===== src/rtl/wb_ctrl_pkg.sv =====
// Shared definitions for the Wishbone control block: register offsets,
// CTRL/STATUS field positions, the base-window mask and a byte-lane helper.
package wb_ctrl_pkg;

    localparam logic [7:0]  OFF_IMEM_WRITE  = 8'h00;
    localparam logic [7:0]  OFF_CTRL        = 8'h04;
    localparam logic [7:0]  OFF_STATUS      = 8'h08;
    localparam logic [7:0]  OFF_IMEM_PTR    = 8'h0C;
    localparam logic [7:0]  OFF_IMEM_STREAM = 8'h10;
    localparam logic [7:0]  OFF_CFG0        = 8'h20;

    localparam int          CTRL_RUN_BIT    = 0;
    localparam int          STATUS_CNT_W    = 16;
    localparam int          STATUS_RUN_BIT  = 16;

    // Address bits above the decoded offset byte must match the base
    localparam logic [31:0] WIN_MASK        = 32'hFFFF_FF00;

    // Byte lanes that cover bits [nbits-1:0] of a 32-bit word
    function automatic logic [3:0] lane_mask(input int nbits);
        logic [3:0] m;
        for (int k = 0; k < 4; k++) m[k] = (k * 8 < nbits);
        return m;
    endfunction

endpackage


===== src/rtl/wb_ctrl_bytereg.sv =====
// Register of parametrised width with per-byte write enables and a
// parametrised reset value. Bit i is written when lane i/8 is selected.
module wb_ctrl_bytereg #(
    parameter int           W   = 32,
    parameter logic [W-1:0] RST = '0
) (
    input  logic                 i_clk,
    input  logic                 i_rst,
    input  logic                 i_we,
    input  logic [(W+7)/8-1:0]   i_sel,
    input  logic [W-1:0]         i_d,
    output logic [W-1:0]         o_q
);

    logic [W-1:0] r_q;

    // Synchronous reset, then byte-lane masked write
    always_ff @(posedge i_clk) begin
        if (i_rst) begin
            r_q <= RST;
        end else if (i_we) begin
            for (int i = 0; i < W; i++) begin
                if (i_sel[i / 8]) r_q[i] <= i_d[i];
            end
        end
    end

    assign o_q = r_q;

endmodule


===== src/rtl/wb_ctrl_regs.sv =====
// Wishbone classic slave for the jacaranda-8 host control block: IMEM write
// port, core run control, status readback and byte-writable config registers.
// Optional feature macro: WB_CTRL_IMEM_AUTOINC_EN (IMEM_PTR + IMEM_STREAM).
// All register side effects land on the accept edge, so they are visible in
// the same cycle the ack is presented.
module wb_ctrl_regs
    import wb_ctrl_pkg::*;
#(
    parameter logic [31:0] BASE_ADDR = 32'h3000_0000,
    parameter int          IMEM_AW   = 8,
    parameter int          IMEM_DW   = 8,
    parameter int          NUM_CFG   = 4,
    parameter logic [31:0] CFG0_RST  = 32'd0
) (
    input  logic                    wb_clk_i,
    input  logic                    wb_rst_i,
    input  logic                    wbs_stb_i,
    input  logic                    wbs_cyc_i,
    input  logic                    wbs_we_i,
    input  logic [3:0]              wbs_sel_i,
    input  logic [31:0]             wbs_adr_i,
    input  logic [31:0]             wbs_dat_i,
    output logic                    wbs_ack_o,
    output logic [31:0]             wbs_dat_o,
    output logic [IMEM_AW-1:0]      imem_addr_o,
    output logic [IMEM_DW-1:0]      imem_data_o,
    output logic                    imem_we_o,
    output logic                    core_run_o,
    output logic [32*NUM_CFG-1:0]   cfg_o
);

    localparam logic [3:0] IMEM_LANES = lane_mask(IMEM_AW + IMEM_DW);

    logic                     r_ack;
    logic [31:0]              r_dat;
    logic                     r_imem_we;
    logic [IMEM_AW-1:0]       r_imem_addr;
    logic [IMEM_DW-1:0]       r_imem_data;
    logic [STATUS_CNT_W-1:0]  r_cnt;

    logic                     w_acc;
    logic                     w_in_win;
    logic [7:0]               w_off;
    logic                     w_wr;
    logic                     w_imem_direct;
    logic                     w_imem_fire;
    logic [IMEM_AW-1:0]       w_imem_addr_nxt;
    logic                     w_run;
    logic [31:0]              w_rdata;
    logic [NUM_CFG-1:0][31:0] w_cfg;

    // A new access is taken only while no ack is outstanding
    assign w_acc    = wbs_stb_i & wbs_cyc_i & ~r_ack;
    assign w_in_win = (wbs_adr_i & WIN_MASK) == (BASE_ADDR & WIN_MASK);
    assign w_off    = wbs_adr_i[7:0];
    assign w_wr     = w_acc & wbs_we_i & w_in_win;

    // Direct IMEM write needs every lane covering the addr+data field
    assign w_imem_direct = w_wr && (w_off == OFF_IMEM_WRITE)
                           && ((wbs_sel_i & IMEM_LANES) == IMEM_LANES);

    wb_ctrl_bytereg #(.W(1), .RST(1'b0)) u_ctrl (
        .i_clk (wb_clk_i),
        .i_rst (wb_rst_i),
        .i_we  (w_wr && (w_off == OFF_CTRL)),
        .i_sel (wbs_sel_i[0]),
        .i_d   (wbs_dat_i[CTRL_RUN_BIT]),
        .o_q   (w_run)
    );

    genvar g;
    generate
        for (g = 0; g < NUM_CFG; g++) begin : g_cfg
            localparam logic [7:0]  OFF = OFF_CFG0 + 8'(4 * g);
            localparam logic [31:0] RV  = (g == 0) ? CFG0_RST : 32'd0;
            wb_ctrl_bytereg #(.W(32), .RST(RV)) u_cfg (
                .i_clk (wb_clk_i),
                .i_rst (wb_rst_i),
                .i_we  (w_wr && (w_off == OFF)),
                .i_sel (wbs_sel_i),
                .i_d   (wbs_dat_i),
                .o_q   (w_cfg[g])
            );
        end
    endgenerate

`ifdef WB_CTRL_IMEM_AUTOINC_EN
    localparam int PTR_NB = (IMEM_AW + 7) / 8;

    logic                w_stream;
    logic [IMEM_AW-1:0]  w_ptr;
    logic [PTR_NB-1:0]   w_ptr_sel;
    logic [IMEM_AW-1:0]  w_ptr_d;

    // A stream write reuses the pointer's write port to post-increment it
    assign w_stream  = w_wr && (w_off == OFF_IMEM_STREAM) && wbs_sel_i[0];
    assign w_ptr_sel = w_stream ? {PTR_NB{1'b1}} : wbs_sel_i[PTR_NB-1:0];
    assign w_ptr_d   = w_stream ? (w_ptr + IMEM_AW'(1)) : wbs_dat_i[IMEM_AW-1:0];

    wb_ctrl_bytereg #(.W(IMEM_AW), .RST('0)) u_ptr (
        .i_clk (wb_clk_i),
        .i_rst (wb_rst_i),
        .i_we  (w_stream || (w_wr && (w_off == OFF_IMEM_PTR))),
        .i_sel (w_ptr_sel),
        .i_d   (w_ptr_d),
        .o_q   (w_ptr)
    );

    assign w_imem_fire     = w_imem_direct | w_stream;
    assign w_imem_addr_nxt = w_stream ? w_ptr
                                      : wbs_dat_i[IMEM_AW+IMEM_DW-1:IMEM_DW];
`else
    assign w_imem_fire     = w_imem_direct;
    assign w_imem_addr_nxt = wbs_dat_i[IMEM_AW+IMEM_DW-1:IMEM_DW];
`endif

    // Read mux: unmapped, write-only and out-of-window locations return 0
    always_comb begin
        w_rdata = '0;
        if (w_in_win) begin
            case (w_off)
                OFF_CTRL:     w_rdata[CTRL_RUN_BIT] = w_run;
                OFF_STATUS: begin
                    w_rdata[STATUS_CNT_W-1:0]  = r_cnt;
                    w_rdata[STATUS_RUN_BIT]    = w_run;
                end
`ifdef WB_CTRL_IMEM_AUTOINC_EN
                OFF_IMEM_PTR: w_rdata = 32'(w_ptr);
`endif
                default: begin
                    for (int i = 0; i < NUM_CFG; i++) begin
                        if (w_off == OFF_CFG0 + 8'(4 * i)) w_rdata = w_cfg[i];
                    end
                end
            endcase
        end
    end

    // Handshake, registered read data, IMEM strobe and write counter
    always_ff @(posedge wb_clk_i) begin
        if (wb_rst_i) begin
            r_ack       <= 1'b0;
            r_dat       <= '0;
            r_imem_we   <= 1'b0;
            r_imem_addr <= '0;
            r_imem_data <= '0;
            r_cnt       <= '0;
        end else begin
            r_ack     <= w_acc;
            r_dat     <= (w_acc && !wbs_we_i) ? w_rdata : '0;
            r_imem_we <= w_imem_fire;
            if (w_imem_fire) begin
                r_imem_addr <= w_imem_addr_nxt;
                r_imem_data <= wbs_dat_i[IMEM_DW-1:0];
                if (r_cnt != {STATUS_CNT_W{1'b1}}) r_cnt <= r_cnt + 1'b1;
            end
        end
    end

    assign wbs_ack_o   = r_ack;
    assign wbs_dat_o   = r_dat;
    assign imem_we_o   = r_imem_we;
    assign imem_addr_o = r_imem_addr;
    assign imem_data_o = r_imem_data;
    assign core_run_o  = w_run;
    assign cfg_o       = w_cfg;

endmodule

===== config.mk =====
export PLATFORM = sky130hd
export DESIGN_NAME = wb_ctrl_regs
export DESIGN_NICKNAME = d
export VERILOG_FILES = /design/src/rtl/wb_ctrl_pkg.sv /design/src/rtl/wb_ctrl_bytereg.sv /design/src/rtl/wb_ctrl_regs.sv
export SDC_FILE = /design/constraint.sdc
export NUM_CORES = 1
export LEC_CHECK = 0
export CAP_MARGIN = 20
export CORE_UTILIZATION = 47
export CTS_CLUSTER_SIZE = 14
export DETAILED_ROUTE_END_ITERATION = 12
export GPL_TIMING_DRIVEN = 0
export PLACE_DENSITY = 0.8
export SYNTH_ARGS = -nofsm -noshare
export SYNTH_HDL_FRONTEND = slang
export SYNTH_SLANG_ARGS = --single-unit
export TNS_END_PERCENT = 20

===== constraint.sdc =====
create_clock -name wb_clk_i -period 3 [get_ports wb_clk_i]
set_clock_uncertainty 0.2 [all_clocks]
set_input_delay 0.45 -clock wb_clk_i [delete_from_list [all_inputs] [get_ports wb_clk_i]]
set_output_delay 0.45 -clock wb_clk_i [all_outputs]
set_load 0.01 [all_outputs]

* Word level (Yosys, flattened, before mapping)
Index checks and enable logic that the tools add are counted.
** Operators by class
- Div/mod/pow operators :: 0
- Reductions and logical operators :: 30
- $lt $le $gt $ge :: 0
- Multiply operators :: 0
- Equal/unequal tests :: 9
- Mux-type cells :: 6
- Bitwise logic cells :: 7
- Shift operators :: 0
- Add/sub/neg operators :: 1
** Operators with widths (count)
- $mux W32 :: 4
- $reduce_and A2 Y1 :: 18
- $eq A8 B6 Y1 const B :: 4
- $pmux W16 S2 :: 1
- $eq A24 B22 Y1 const B :: 1
- $add A16 B1 Y16 const B :: 1
- $ne A16 B16 Y1 const B :: 1
- $eq A8 B3 Y1 const B :: 1
- $eq A8 B4 Y1 const B :: 1
- $logic_and A1 B1 Y1 :: 8
- $logic_not A8 Y1 :: 1
- $reduce_or A5 Y1 :: 1
- $and A1 B1 Y1 :: 4
- $not A1 Y1 :: 3
- $reduce_or A3 Y1 :: 1
- $eq A2 B2 Y1 const B :: 1
- $pmux W1 S2 :: 1
- $logic_not A1 Y1 :: 1
** Word-level totals
- Register bits after elaboration :: 195
- Latch bits :: 0
- Bits in writable memories :: 0
- Bits of input ports :: 73
- Bits in read-only memories :: 0
- Memories :: 0

* Logic depth before layout (Yosys ltp)
- Depth in word-level cells :: 7
- Gate-level depth with buffers :: 9
- Mapped depth without buffers :: 6

* Modules after synthesis
From an unflattened synthesis, not the netlist that was laid out.
** Unflattened totals
- Cells, all modules :: 925
- Area total of the unflattened synthesis :: 9237.6 µm²
** By module, submodules not included
- wb_ctrl_bytereg at g_cfg[0].u_cfg ... :: cells each 146, area an instance 1463.9 µm², instances 4, sequential area each 640.6 µm²
- wb_ctrl_regs :: cells each 337, area an instance 3338.2 µm², instances 1, sequential area each 1321.3 µm²
- wb_ctrl_bytereg at u_ctrl :: cells each 4, area an instance 43.8 µm², instances 1, sequential area each 20.0 µm²

* Worst setup path after synthesis
Ideal clock, no wire load.
- Path kind :: input-to-reg
- Start :: input port wbs_adr_i[2]
- End :: register r_cnt[12]
- Path slack :: 0.602 ns
- Stages :: 9
- Setup time :: 0.132 ns
- Arrival time :: 2.065 ns
- Required time :: 2.668 ns
- Cells stage by stage :: buf_2 and4bb_1 nand4_2 or3_1 clkbuf_1 buf_2 clkbuf_1 o21ai_0 a21oi_1
** On the way
- Longest elaborated chain between the ends :: 4
** Ends and longest elaborated chain
- from (decl) :: RTL line wb_ctrl_regs.sv:21 : input logic [31:0] wbs_adr_i,
- $logic_not A8 Y1 :: RTL line wb_ctrl_regs.sv:59 : assign w_imem_direct = w_wr && (w_off == OFF_IMEM_WRITE)
- $logic_and A1 B1 Y1 :: RTL line wb_ctrl_regs.sv:59
- $logic_and A1 B1 Y1 :: RTL line wb_ctrl_regs.sv:60 : && ((wbs_sel_i & IMEM_LANES) == IMEM_LANES);
- $reduce_and A2 Y1 (no source line)
- to (signal assigned) :: RTL line wb_ctrl_regs.sv:155 : if (r_cnt != {STATUS_CNT_W{1'b1}}) r_cnt <= r_cnt + 1'b1;
- to (decl) :: RTL line wb_ctrl_regs.sv:39 : logic [STATUS_CNT_W-1:0] r_cnt;
No other way between the ends.
A chain may end at the register's enable or synchronous reset.

* Worst setup path after layout
- Start :: input port wbs_adr_i[5]
- End :: register g_cfg[0].u_cfg.r_q[24]
** On the way
- Longest elaborated chain between the ends :: 3
** Ends and longest elaborated chain
- $eq A8 B6 Y1 :: RTL line wb_ctrl_regs.sv:79 : .i_we (w_wr && (w_off == OFF)),
- $logic_and A1 B1 Y1 :: RTL line wb_ctrl_regs.sv:79
- $reduce_and A2 Y1 (no source line)
- to (signal, indexed assignment) :: RTL line wb_ctrl_bytereg.sv:23 : if (i_sel[i / 8]) r_q[i] <= i_d[i];
- to (decl) :: RTL line wb_ctrl_bytereg.sv:15 : logic [W-1:0] r_q;
No other way between the ends.

==> flow_summary.ini <==
[global_route]
grt_start_max_net_pins = 19
antenna_found_initial = 0
grt_overflow = 0
grt_pass1_wl_um = 41100
grt_pass1_vias = 7361
grt_usage = 0.300

[critical_path]
crit_type = primary input to flip-flop
reg2regPathDepth = 9
crit_path_max_incr_delay_ns = 0.79
cp_slowest_cell = nor4_4
critPathArrivalTime_ns = 3.04
start_kind = primary input
r2r_end = r_cnt[3]
reg2reg_from = wbs_ack_o
worstPathRequired_ns = 3.10
rrSetupSlack_ns = 0.28
crit_chain = clkdlybuf4s50_1, nor2b_1, clkbuf_1, nand4_2, nor4_4, mux2i_1, nor2_1
critPathMaxFanout = 8
end_kind = flip-flop

[cells_and_area]
nNetsFinal = 1205
n_antenna_cell = 0
final_cells = 1369
drive_above_1_share = 0.0839
fillers = 1410
design_area_sq_mm = 0.0117
synthToLayoutAreaGrowth_pct = 41.3

[detailed_routing]
vias = 7856
drt-wirelength-per-cell_um = 19.8
first_pass_iters = 7
routed_wl_um = 27100
drc = 0
final_antenna_net_count = 0
vias_per_cell = 5.74
drtIter0Drc = 692

[power]
powerDensity_mw_per_mm2 = 442
vdd_drop_max_mv = 0.471
swShare = 0.247
seqPwrFrac = 0.502
comb_power_share = 0.060
leakage_nw = 4.04
p_int_mw = 3.88
clkPwrFrac = 0.438
p_sw_mw = 1.27

[place]
port_buffers = 249
dpl_cell_area_sq_mm = 0.0110
dp.final_hpwl_um = 19900
gp_congestion = 0.921
placedCellCount = 1336
dp_slack_ns = -0.403

[clock_tree]
cts-root-buf = clkbuf_16
cts_tree = yes
clock_path_buffers = 2
clk_latency_ns = 0.44
htree_levels = 4
clock-sinks = 195
cts_inserted_buffers = 17
hold_buffers = 0
clk_pin_slew_worst_paths_ns = 0.07

[sta]
rsz0062_at_grt = yes
setup_violations = 0
period_share = 0.979
worst_pin_slew_ns = 0.933
setup_ws_ns = 0.0618
hold_viol_final = 0
slew_viol_final = 0
period_needed_ns = 2.94
fmax_mhz = 340
slew_headroom = 0.373

[floorplanning]
die_h_um = 135
fp.dieW_um = 135
die-area_sq_mm = 0.0181
initial_core_util = 0.479
rows = 48
num_io_pins = 252
fp.coreArea_sq_mm = 0.0172

[yosys]
ys_dominant_reg_cell = dfxtp_1
synth_cell_types = 44
avgSynthCellArea_sq_um = 9.58
yosysMostFrequentCell = dfxtp_1
yosys_warnings = 0
synthCells = 862
synth_top_area_cell = dfxtp_1
synth_top_area_frac = 0.473
synth_nets = 936
syn_area_sq_mm = 0.00826
synth-edff-count = 0
seq_area_frac_synth = 0.473
synth.top_cells.by_area = dfxtp_1 47%, mux2i_1 12%, nor2_1 5.5%
ys_seq_elements = 195
synthArstFlopShare = 0
synth_common_cells = 195 x dfxtp_1, 121 x nor2_1, 112 x nand2_1

[hold_path]
hp-class = flip-flop to flip-flop
min_to = imem_addr_o[0]
min_path_cells = 2
min-delay-start = imem_addr_o[0]

[run_status]
outcome = finished, final reports clean

[job]
cap_violations = 0
-- per-layer routing --
layer / up-vias / routed length, um / global-route usage
li1: 3603 / - / -
met3: 57 / 2340 / 0.0574
met5: - / 0 / 0
met2: 448 / 12500 / 0.477
met4: 0 / 780 / 0.117
met1: 3748 / 11500 / 0.403
-- through the flow --
stage	total power, mW	hold WS [ns]	utilization	TNS [ns]
after CTS	5.16	0.260	0.674	0
after detailed placement	2.95	0.250	0.640	-46.99
after floorplan	2.76	0.265	-	0
after global placement	2.95	0.245	0.640	-41.56
after global routing	5.29	0.275	0.677	-0.316
final	5.15	0.254	0.677	0
-- flip-flops by register name (all words and copies together) (netlist names) --
name	flops
u_ctrl.o_q	1
wbs_dat_o	32
wbs_ack_o	1
imem_we_o	1
imem_addr_o	8
imem_data_o	8
r_cnt	16
g_cfg.u_cfg.o_q	128
-- logic make-up after synthesis --
family	share of synthesized area
buffers and inverters	0.0320
AO/OA/AOI/OAI	0.111
AND/OR/NAND/NOR	0.236
flip-flops	0.473
XOR/XNOR	0.00106
multiplexers	0.146
adder cells (fa/ha/maj)	0.00151
-- critical path: cells and delay by family --
family	cells	cell delay, ns
buffers and inverters	2	0.94
AND/OR/NAND/NOR	4	1.36
multiplexers	1	0.28
-- worst max-delay path by stage --
stage	end	slack [ns]	cells after the start	start
3_5_place_dp	imem_addr_o[4]	-0.40	8	wbs_adr_i[21]
6_report	g_cfg[0].u_cfg.o_q[24]	0.06	7	wbs_adr_i[5]
2_1_floorplan	r_cnt[12]	0.60	9	wbs_adr_i[2]
5_1_grt	g_cfg[3].u_cfg.o_q[31]	-0.06	7	wbs_adr_i[5]
3_3_place_gp	g_cfg[0].u_cfg.o_q[16]	-0.37	7	wbs_adr_i[7]
4_1_cts	imem_addr_o[4]	0.05	8	wbs_adr_i[13]
-- cell type report --
class	count	area, sq um	share of cell area
Multi-Input combinational cell	604	4130	0.354
Sequential cell	195	3900	0.335
Timing Repair Buffer	250	2510	0.215
Clock buffer	17	425	0.0365
Tap cell	225	282	0.0241
Buffer	58	249	0.0213
Clock inverter	15	153	0.0131
Inverter	5	18.8	0.00161
-- power groups by stage --
| stage | Sequential (mW) | Combinational (mW) | Clock [mW] |
|---|---|---|---|
| after floorplan | 2.65 | 0.111 | 0 |
| after global placement | 2.65 | 0.300 | 0 |
| after detailed placement | 2.65 | 0.301 | 0 |
| after CTS | 2.59 | 0.302 | 2.27 |
| after global routing | 2.59 | 0.324 | 2.38 |
| final | 2.59 | 0.309 | 2.26 |
-- layout by cell type (no fill, tap or decap), types with 4 or more instances in the layout --
cell,netlist,routed
clkdlybuf4s50_1,0,249
dfxtp_1,195,195
nor2_1,121,121
nand2_1,112,112
mux2i_1,98,98
a21oi_1,60,60
clkbuf_1,44,43
nor2b_1,20,20
nor3_1,18,18
nor4_4,14,17
mux2_2,17,17
clkbuf_16,0,17
o22ai_1,16,16
a211o_1,16,16
o221ai_1,16,16
o2bb2ai_1,16,16
or4_1,11,11
nand4_1,10,10
nor4_1,7,7
buf_2,7,6
nand3_1,6,6
o31ai_1,6,6
inv_1,5,5
or3_1,5,5
nand4_2,4,4
clkinv_4,0,4
inv_6,0,4
-- timing repair --
| item | 4_1_cts | 5_1_grt |
|---|---|---|
| gates resized for setup | 0 | 7 |
| endpoints found under the setup margin | 0 | 50 |
| buffers inserted | 0 | 1 |
| endpoints found under the hold margin | 0 | 0 |
No activity file was read; power rests on OpenSTA's default activity.
==> RTL change (same flow settings) <==
The option `WB_CTRL_IMEM_AUTOINC_EN` is turned on by a define.
--- a/src/rtl/wb_ctrl_regs.sv
+++ b/src/rtl/wb_ctrl_regs.sv
@@ -5,2 +5,4 @@
 // the same cycle the ack is presented.
+`define WB_CTRL_IMEM_AUTOINC_EN
+
 module wb_ctrl_regs
Formal check against the unedited RTL: not equivalent (Yosys sat finds a counterexample within 4 cycles, from zero or initial values and one cycle with wb_rst_i high).
==> RTL change against the original RTL <==
  * Setup slack gained 0.00054 ns
  * Sequential cell count up 8
  * Cell area rose by 1.7%
  * Area after synthesis is 0.29% higher
  * Global-route usage is 1.6 points higher
  * Power up 12%
  * Utilization increased by 1.1 points
  * Wire length is 8.0% higher
  * Critical endpoint is now wbs_dat_o[23]$_SDFF_PP0_
  * Highest routed layer unchanged
==> RTL change: results (changes against the original RTL) <==
.. list-table::
   :header-rows: 1

   * - Metric
     - Value
   * - Largest net degree at the start of global routing
     - 15 (-4)
   * - Max-Slew Margin vs Limit
     - 0.420 (+0.0462)
   * - PD cells
     - 486 mW/mm^2 (+9.9%)
   * - Met3 wirelength from detailed routing
     - 2630 um (+12%)
   * - Fraction of area in registers
     - 0.343 (+0.00796)
   * - Peak per-stage delay on the critical path
     - 0.67 ns (-0.12 ns)
   * - Met2 usage in global routing
     - 0.535 (+0.0580)
   * - Number of cells upsized or downsized after cts
     - 3 (+3)
   * - Placement-stage cell area
     - 0.0111 mm^2 (+0.31%)
   * - Capture point of the worst reg-to-reg path
     - r_cnt[2]$_SDFFE_PP0P_
   * - Maximum resistive drop on vdd
     - 0.000494 V (+5.0%)
   * - Startpoint of the worst register-to-register path
     - r_cnt[4]$_SDFFE_PP0P_
   * - Number of buffers between clock root and the deepest sink
     - 3 (+1)
   * - GRT met3 Usage
     - 0.0503 (-0.00713)
   * - Critical path fanouts, max
     - 10 (+2)
   * - Non-clock buffer total of the final layout
     - 302 (-1.9%)
   * - Total number of multi-input combinational cells
     - 645 (+6.8%)
   * - Most frequent cells after synthesis
     - sky130_fd_sc_hd__dfxtp_1, sky130_fd_sc_hd__nor2_1, sky130_fd_sc_hd__nand2_1
   * - Result of the run
     - complete, no violations
   * - Synthesized Nets
     - 986 (+5.3%)
   * - Count of routing violations after the opening detailed-route iteration
     - 649 (-6.2%)
   * - Worst path slowest cell
     - sky130_fd_sc_hd__nor4_2
   * - Area used by multi-input combinational logic
     - 0.00400 mm^2 (-2.9%)
   * - Half-perimeter wire length after placement
     - 21600 um (+8.4%)
   * - Distinct cell type count after synthesis
     - 52 (+18%)
   * - Leakage dissipation
     - 0.00380 uW (-5.9%)
   * - NonClk Buf Share
     - 0.229 (-0.00729)
   * - Portion of the layout cell area used by clock cells
     - 0.0635 (+0.0139)
==> RTL change: cell types whose count changed after synthesis, sizes merged, moves of 16 or more <==
cell,change
a211o,-16
a21oi,+16
a221oi,+17
a22oi,+45
mux2,-17
nor2,+19
nor2b,-19
o2bb2ai,-16
==> RTL change: cell families (layout without fill, tap and decap cells) <==
kind of cell | count (synthesis) | after routing | share of synthesized area
XOR/XNOR | 11 | 11 | 0.0116
buffers and inverters | 63 | 350 | 0.0307
AND/OR/NAND/NOR | 339 | 339 | 0.190
adder cells (fa/ha/maj) | 2 | 2 | 0.00302
AO/OA/AOI/OAI | 195 | 195 | 0.156
flip-flops | 203 | 203 | 0.491
multiplexers | 98 | 98 | 0.119
==> RTL change: where the power goes <==
| part | switching, uW | leakage [uW] | internal (uW) | total [uW] |
|---|---|---|---|---|
| sequential | 0.247 | 0.00163 | 2690 | 2700 |
| combinational | 134 | 0.00180 | 103 | 236 |
| clock | 1080 | 0.000368 | 1750 | 2830 |
| total | 1210 | 0.00380 | 4550 | 5760 |
